===== config.mk =====
export PLATFORM = sky130hd
export DESIGN_NAME = motion_frame_sched
export DESIGN_NICKNAME = d
export VERILOG_FILES = /design/src/rtl/motion_pkg.sv /design/src/rtl/valid_delay_line.sv /design/src/rtl/motion_frame_sched.sv
export SDC_FILE = /design/constraint.sdc
export NUM_CORES = 1
export LEC_CHECK = 0
export ABC_CLOCK_PERIOD_IN_PS = 7550
export BUFFER_PORTS_ARGS = -buffer_cell sky130_fd_sc_hd__clkbuf_2
export CORE_MARGIN = 5
export CORE_UTILIZATION = 55
export CTS_CLUSTER_DIAMETER = 60
export DETAILED_ROUTE_END_ITERATION = 7
export PLACE_DENSITY = 0.74
export SYNTH_ARGS = -nofsm -noshare
export SYNTH_HDL_FRONTEND = slang
export SYNTH_SLANG_ARGS = --single-unit

===== constraint.sdc =====
create_clock -name clk -period 7.55 [get_ports clk]
set_input_delay 2.265 -clock clk [delete_from_list [all_inputs] [get_ports clk]]
set_output_delay 2.265 -clock clk [all_outputs]
set_load 0.02 [all_outputs]

===== src/rtl/motion_pkg.sv =====
// Shared constants and scheduler state encoding for the motion-detect pipeline.
package motion_pkg;

  localparam int PIX_W     = 20;
  localparam int PIPE_LAT  = 4;
  localparam int OUT_DEPTH = 32;

  typedef enum logic [1:0] {
    S_IDLE  = 2'd0,
    S_RUN   = 2'd1,
    S_DRAIN = 2'd2,
    S_DONE  = 2'd3
  } sched_state_t;

endpackage


===== src/rtl/valid_delay_line.sv =====
// Fixed-depth 1-bit shift register that tracks valids through the datapath.
module valid_delay_line #(
  parameter int DEPTH = 4
) (
  input  logic clk,
  input  logic clear,
  input  logic din,
  output logic dout
);

  logic [DEPTH-1:0] stage_reg;

  always_ff @(posedge clk) begin
    if (clear) begin
      stage_reg <= '0;
    end else begin
      stage_reg[0] <= din;
      for (int i = 1; i < DEPTH; i++) begin
        stage_reg[i] <= stage_reg[i-1];
      end
    end
  end

  assign dout = stage_reg[DEPTH-1];

endmodule


===== src/rtl/motion_frame_sched.sv =====
// Per-frame sequencer: lockstep pops of the three input FIFOs, delayed output
// write enable, and credit-based protection of the highlight output FIFO.
module motion_frame_sched #(
  parameter int PIX_W     = motion_pkg::PIX_W,
  parameter int PIPE_LAT  = motion_pkg::PIPE_LAT,
  parameter int OUT_DEPTH = motion_pkg::OUT_DEPTH,
  localparam int CRED_W   = $clog2(OUT_DEPTH + 1)
) (
  input  logic              clk,
  input  logic              reset,
  input  logic              start,
  input  logic [PIX_W-1:0]  frame_pixels,
  input  logic              bg_empty,
  input  logic              fr_empty,
  input  logic              hl_empty,
  output logic              bg_rd_en,
  output logic              fr_rd_en,
  output logic              hl_rd_en,
  output logic              pipe_valid,
  output logic              out_wr_en,
  input  logic              out_rd_en,
  output logic              busy,
  output logic              frame_done,
  output logic [CRED_W-1:0] credits
);

  import motion_pkg::*;

  sched_state_t      state_reg, state_next;
  logic [PIX_W-1:0]  frame_len_reg;
  logic [PIX_W-1:0]  issued_cnt_reg;
  logic [PIX_W-1:0]  written_cnt_reg;
  logic [CRED_W-1:0] credits_reg, credits_next;
  logic              issue;
  logic              start_ok;
  logic              last_issue;
  logic              last_write;

  assign start_ok = (state_reg == S_IDLE) && start;

  // A single issue pops all three FIFOs; any empty input stalls them together.
  assign issue = (state_reg == S_RUN) && !bg_empty && !fr_empty && !hl_empty
                 && (credits_reg != '0) && (issued_cnt_reg != frame_len_reg);

  assign last_issue = issue && ((issued_cnt_reg + PIX_W'(1)) == frame_len_reg);
  assign last_write = (state_reg == S_DRAIN) && out_wr_en
                      && ((written_cnt_reg + PIX_W'(1)) == frame_len_reg);

  valid_delay_line #(
    .DEPTH (PIPE_LAT)
  ) u_valid_delay (
    .clk   (clk),
    .clear (reset),
    .din   (issue),
    .dout  (out_wr_en)
  );

  always_comb begin
    state_next = state_reg;
    case (state_reg)
      S_IDLE:  if (start) state_next = (frame_pixels == '0) ? S_DONE : S_RUN;
      S_RUN:   if (last_issue) state_next = S_DRAIN;
      S_DRAIN: if (last_write) state_next = S_DONE;
      S_DONE:  state_next = S_IDLE;
      default: state_next = S_IDLE;
    endcase
  end

  // A consumer pop with every slot already free cannot return a credit.
  always_comb begin
    credits_next = credits_reg;
    if (issue && !out_rd_en) begin
      credits_next = credits_reg - CRED_W'(1);
    end else if (!issue && out_rd_en && (credits_reg != CRED_W'(OUT_DEPTH))) begin
      credits_next = credits_reg + CRED_W'(1);
    end
  end

  always_ff @(posedge clk) begin
    if (reset) begin
      state_reg       <= S_IDLE;
      frame_len_reg   <= '0;
      issued_cnt_reg  <= '0;
      written_cnt_reg <= '0;
      credits_reg     <= CRED_W'(OUT_DEPTH);
    end else begin
      state_reg   <= state_next;
      credits_reg <= credits_next;
      if (start_ok) begin
        frame_len_reg   <= frame_pixels;
        issued_cnt_reg  <= '0;
        written_cnt_reg <= '0;
      end else begin
        if (issue)     issued_cnt_reg  <= issued_cnt_reg + PIX_W'(1);
        if (out_wr_en) written_cnt_reg <= written_cnt_reg + PIX_W'(1);
      end
    end
  end

  credit_overflow: assert property (@(posedge clk) disable iff (reset)
    !(out_rd_en && !issue && (credits_reg == CRED_W'(OUT_DEPTH))));

  assign bg_rd_en   = issue;
  assign fr_rd_en   = issue;
  assign hl_rd_en   = issue;
  assign pipe_valid = issue;
  assign busy       = (state_reg == S_RUN) || (state_reg == S_DRAIN);
  assign frame_done = (state_reg == S_DONE);
  assign credits    = credits_reg;

endmodule


==> run summary <==
The endpoint of the worst register-to-register path is credits[5]$_SDFFE_PP1P_. The setup TNS is 0 ns. The cell family with the largest share of critical-path delay is buffers and inverters. Data on the critical path arrives at its endpoint at 3.37 ns. The share of the clock period used by the worst path is 74.65%. In this run the cell area of the synthesized design comes to 4659 sq um.

The number of antenna violations at the first check in global routing came to 0. The count of hold-fix buffers inserted at cts came out at 0. The worst reg-to-reg path cell count is 15.

The final-stage net count came out at 638. The average detailed-routed wire length per instance came out at 16.45 um. The type of the tightest min-delay check is reg -> reg. The worst IR drop on VDD is 0.0002165 V. The Yosys step of the flow raised 0 warnings.

The routed wire length came out at 11,670 um. The final-report setup violation count came out at 0. The initial cell density of the core came out at 56.71%. When the netlist entered floorplanning its net count stood at 625. The total power per unit cell area is 219.6 nW/um^2.

By area the synthesized netlist is led by sky130_fd_sc_hd__dfxtp_1, sky130_fd_sc_hd__xnor2_1, sky130_fd_sc_hd__xor2_1. The total I/O pin count is 40. The run finished with clean final reports. The post-cts gate resize count came out at 0. The count of vias placed by the detailed router is 4,156. The logic depth of the worst setup path including buffers came out at 6. The residual overflow from global routing is 0. The port buffer count came out at 39.

Summed over all cells, the static leakage comes to 1.871 nW. The proportion of layout cells with a drive suffix above 1 is 11.75%. On the critical path, the stage with the largest delay is an instance of sky130_fd_sc_hd__nor4b_1. Walking the worst path, the cells encountered are clkbuf_2 -> nor4b_1 -> o31ai_1 -> a21oi_1 -> buf_4 -> clkbuf_2.

The final non-filler cell total came out at 709. The root buffer cell chosen for the clock tree is sky130_fd_sc_hd__clkbuf_8. The number of DRC violations after detailed routing is 0. The worst register-to-register path begins at frame_len_reg[15]$_SDFFE_PP0P_. Counting tap cells, the placed design contains a total of 693 instances.

A synthesized cell averages 7.951 sq um. The H-tree was split into 3 levels. Counting stages on the worst path, the most repeated cell is sky130_fd_sc_hd__clkbuf_2. Summed over all instances, the cell type with the most area after synthesis is sky130_fd_sc_hd__dfxtp_1. The time the final worst path needs with I/O delays and setup is 5.636 ns.

After detailed routing, the number of vias per cell comes to 5.862. The number of pins with negative max-slew slack in the final report came out at 0. STA classifies the critical path endpoint as a primary output. The critical path is of the in -> out type. Setup repair after global routing left no endpoint under its margin. The number of enable-type register cells in the synthesized netlist came out at 0. The proportion of netlist area held by the largest area contributor is 30.93%.

For the pin with the worst max-slew slack, the measured transition is 0.6813 ns. Across the run, the number of max-cap violations was 0. The number of global-route vias before repair is 4,017. From synthesis to final layout, the design area changed by 8.083%. After clock tree synthesis, the setup repair step added 0 buffers. The critical path endpoint is hl_rd_en. The dominant register cell in the synthesized netlist is sky130_fd_sc_hd__dfxtp_1. The number of distinct library cells after synthesis came out at 59. Clock-pin slew was measured on the worst setup and hold paths at 0.09 ns. The number of buffers and inverters on the critical path is 3.

The largest clock skew in the final design is 0.01391 ns. The count of nets left with antenna violations once routing finished came out at 0. The critical path launch point is bg_empty. The post-synthesis sequential area ratio is 30.93%. STA puts the critical path data required time at 5.29 ns.

The region available for standard cell placement spans 8217 sq um. The count of standard-cell rows is 33. Detailed placement ended at an HPWL of 8842 um. sky130_fd_sc_hd__dfxtp_1 is the most common cell in the netlist. Static timing analysis puts the maximum clock frequency at 177.4 MHz. The fraction of registers with async set/reset came out at 0%. The pin count of the biggest net entering global routing is 41. The CTS tree is yes. The first-iteration detailed-routing DRC count is 245. At the later pin of the worst-skew pair, clock insertion delay measures 0.36 ns. The TritonCTS sink count came out at 72. The worst setup path is launched from a primary input. TritonCTS created 9 clock buffers. The largest stage delay on the critical path is 0.29 ns.

Synthesis produced a netlist whose cell count is 586. The number of failing hold endpoints at the final stage came out at 0. After synthesis the netlist holds a flip-flop and latch count of 72. Global routing used 23.71% of the available tracks across all layers. The wire length of the first global-routing pass came out at 19,310 um. For this run, the detailed router's first-pass iteration total came to 5. The clock passes through at most 2 buffers.

The filler cell count came out at 757. Measured against its own limit, the worst slew margin works out to 54.47%. The die boundary height came out at 102.0 um.

The slack of the worst reg-to-reg path is 3.74 ns. The die is 102.0 um wide. At the end of routability-driven placement, the weighted congestion stood at 0.9660. The area of the die came out at 10,410 sq um. Sorting the synthesized cells by how often they occur yields sky130_fd_sc_hd__dfxtp_1, sky130_fd_sc_hd__nand2_1, sky130_fd_sc_hd__nor2_1, sky130_fd_sc_hd__xnor2_1, sky130_fd_sc_hd__xor2_1. The repair_antennas step left the layout with diodes totalling 0. The worst-path maximum fanout is 17.
[cell families (layout without fill, tap and decap cells)]
| logic type | Yosys count | in the layout | synth area share (%) |
|---|---|---|---|
| fa+ha+maj | 12 | 12 | 3.383 |
| compound gates | 82 | 82 | 11.36 |
| mux | 8 | 8 | 1.745 |
| simple gates | 262 | 262 | 29.11 |
| flops | 72 | 72 | 30.93 |
| xor+xnor | 99 | 99 | 18.61 |
| buf+inv | 51 | 69 | 4.860 |
[cell type report]
cell class	instances	area (sq um)	area share (%)
timing repair buffer	42	217.7	4.323
multi-input combinational	463	2992	59.40
clock buffer	10	137.6	2.733
sequential	72	1441	28.62
clock inverter	6	75.07	1.491
tap	105	131.4	2.609
inverter	11	41.29	0.8199
[routing by layer]
| metal | up-vias | share of wire (%) | wire length (um) | global-route usage, % |
|---|---|---|---|---|
| met5 | - | 0 | 0 | 0 |
| met4 | 0 | 2.5 | 286 | 9.183 |
| met3 | 22 | 5.3 | 614 | 4.915 |
| met2 | 132 | 47 | 5517 | 38.98 |
| met1 | 1958 | 45 | 5246 | 30.54 |
| li1 | 2044 | - | - | - |
[per-stage QoR]
step	hold WS [ns]	utilization, %	power, mW	setup WS [ns]	area (sq um)
6_report	0.4443	61.29	1.106	1.914	5036
5_1_grt	0.4665	61.29	1.169	1.793	5036
4_1_cts	0.4501	61.29	1.110	1.913	5036
3_5_place_dp	0.4305	58.70	0.7797	1.916	4823
3_3_place_gp	0.4150	58.70	0.7695	1.926	4823
2_1_floorplan	0.4138	-	0.6905	1.881	4659
[worst reg2reg max path: cells and delay by family (launching register included)]
family | cells | cell delay, ns
simple gates | 5 | 1.19
compound gates | 6 | 1.10
flops | 1 | 0.39
xor+xnor | 1 | 0.37
buf+inv | 2 | 0.36
fa+ha+maj | 1 | 0.30
[power by group]
| part | leakage, nW | switching, mW | total, mW | internal (mW) |
|---|---|---|---|---|
| combinational | 1.18 | 0.188 | 0.313 | 0.125 |
| clock | 0.105 | 0.166 | 0.332 | 0.167 |
| sequential | 0.583 | 0.0527 | 0.460 | 0.408 |
[cell usage in the layout (no fill, tap or decap), types with 3 or more instances in the layout]
cell	n
sky130_fd_sc_hd__and2_1	5
sky130_fd_sc_hd__nor4_1	11
sky130_fd_sc_hd__or3_1	6
sky130_fd_sc_hd__nand3_1	24
sky130_fd_sc_hd__a211oi_1	3
sky130_fd_sc_hd__clkbuf_2	39
sky130_fd_sc_hd__and3_1	5
sky130_fd_sc_hd__a31oi_1	3
sky130_fd_sc_hd__o21ai_0	10
sky130_fd_sc_hd__nor2b_1	9
sky130_fd_sc_hd__or2_2	3
sky130_fd_sc_hd__nand4_1	23
sky130_fd_sc_hd__xor2_1	42
sky130_fd_sc_hd__nor2_1	61
sky130_fd_sc_hd__and4_1	3
sky130_fd_sc_hd__mux2i_1	7
sky130_fd_sc_hd__nor4b_1	4
sky130_fd_sc_hd__inv_1	11
sky130_fd_sc_hd__a21oi_1	35
sky130_fd_sc_hd__nand2_1	70
sky130_fd_sc_hd__a21o_1	5
sky130_fd_sc_hd__buf_4	3
sky130_fd_sc_hd__xnor2_1	57
sky130_fd_sc_hd__nor3_1	15
sky130_fd_sc_hd__dfxtp_1	72
sky130_fd_sc_hd__clkbuf_8	10
sky130_fd_sc_hd__ha_1	11
sky130_fd_sc_hd__nand2b_1	8
sky130_fd_sc_hd__a22oi_1	3
[worst min-delay path by stage]
stage	start	to	slack, ns	depth (start not counted)
CTS	u_valid_delay.stage_reg[1]$_SDFF_PP0_	u_valid_delay.stage_reg[2]$_SDFF_PP0_	0.45	1
finish	u_valid_delay.stage_reg[1]$_SDFF_PP0_	u_valid_delay.stage_reg[2]$_SDFF_PP0_	0.44	1
global placement	u_valid_delay.stage_reg[1]$_SDFF_PP0_	u_valid_delay.stage_reg[2]$_SDFF_PP0_	0.41	1
global route	u_valid_delay.stage_reg[1]$_SDFF_PP0_	u_valid_delay.stage_reg[2]$_SDFF_PP0_	0.47	1
detailed placement	u_valid_delay.stage_reg[1]$_SDFF_PP0_	u_valid_delay.stage_reg[2]$_SDFF_PP0_	0.43	1
floorplan	u_valid_delay.stage_reg[0]$_SDFF_PP0_	u_valid_delay.stage_reg[1]$_SDFF_PP0_	0.41	1
Note: power is estimated with default switching activity, not from simulation.
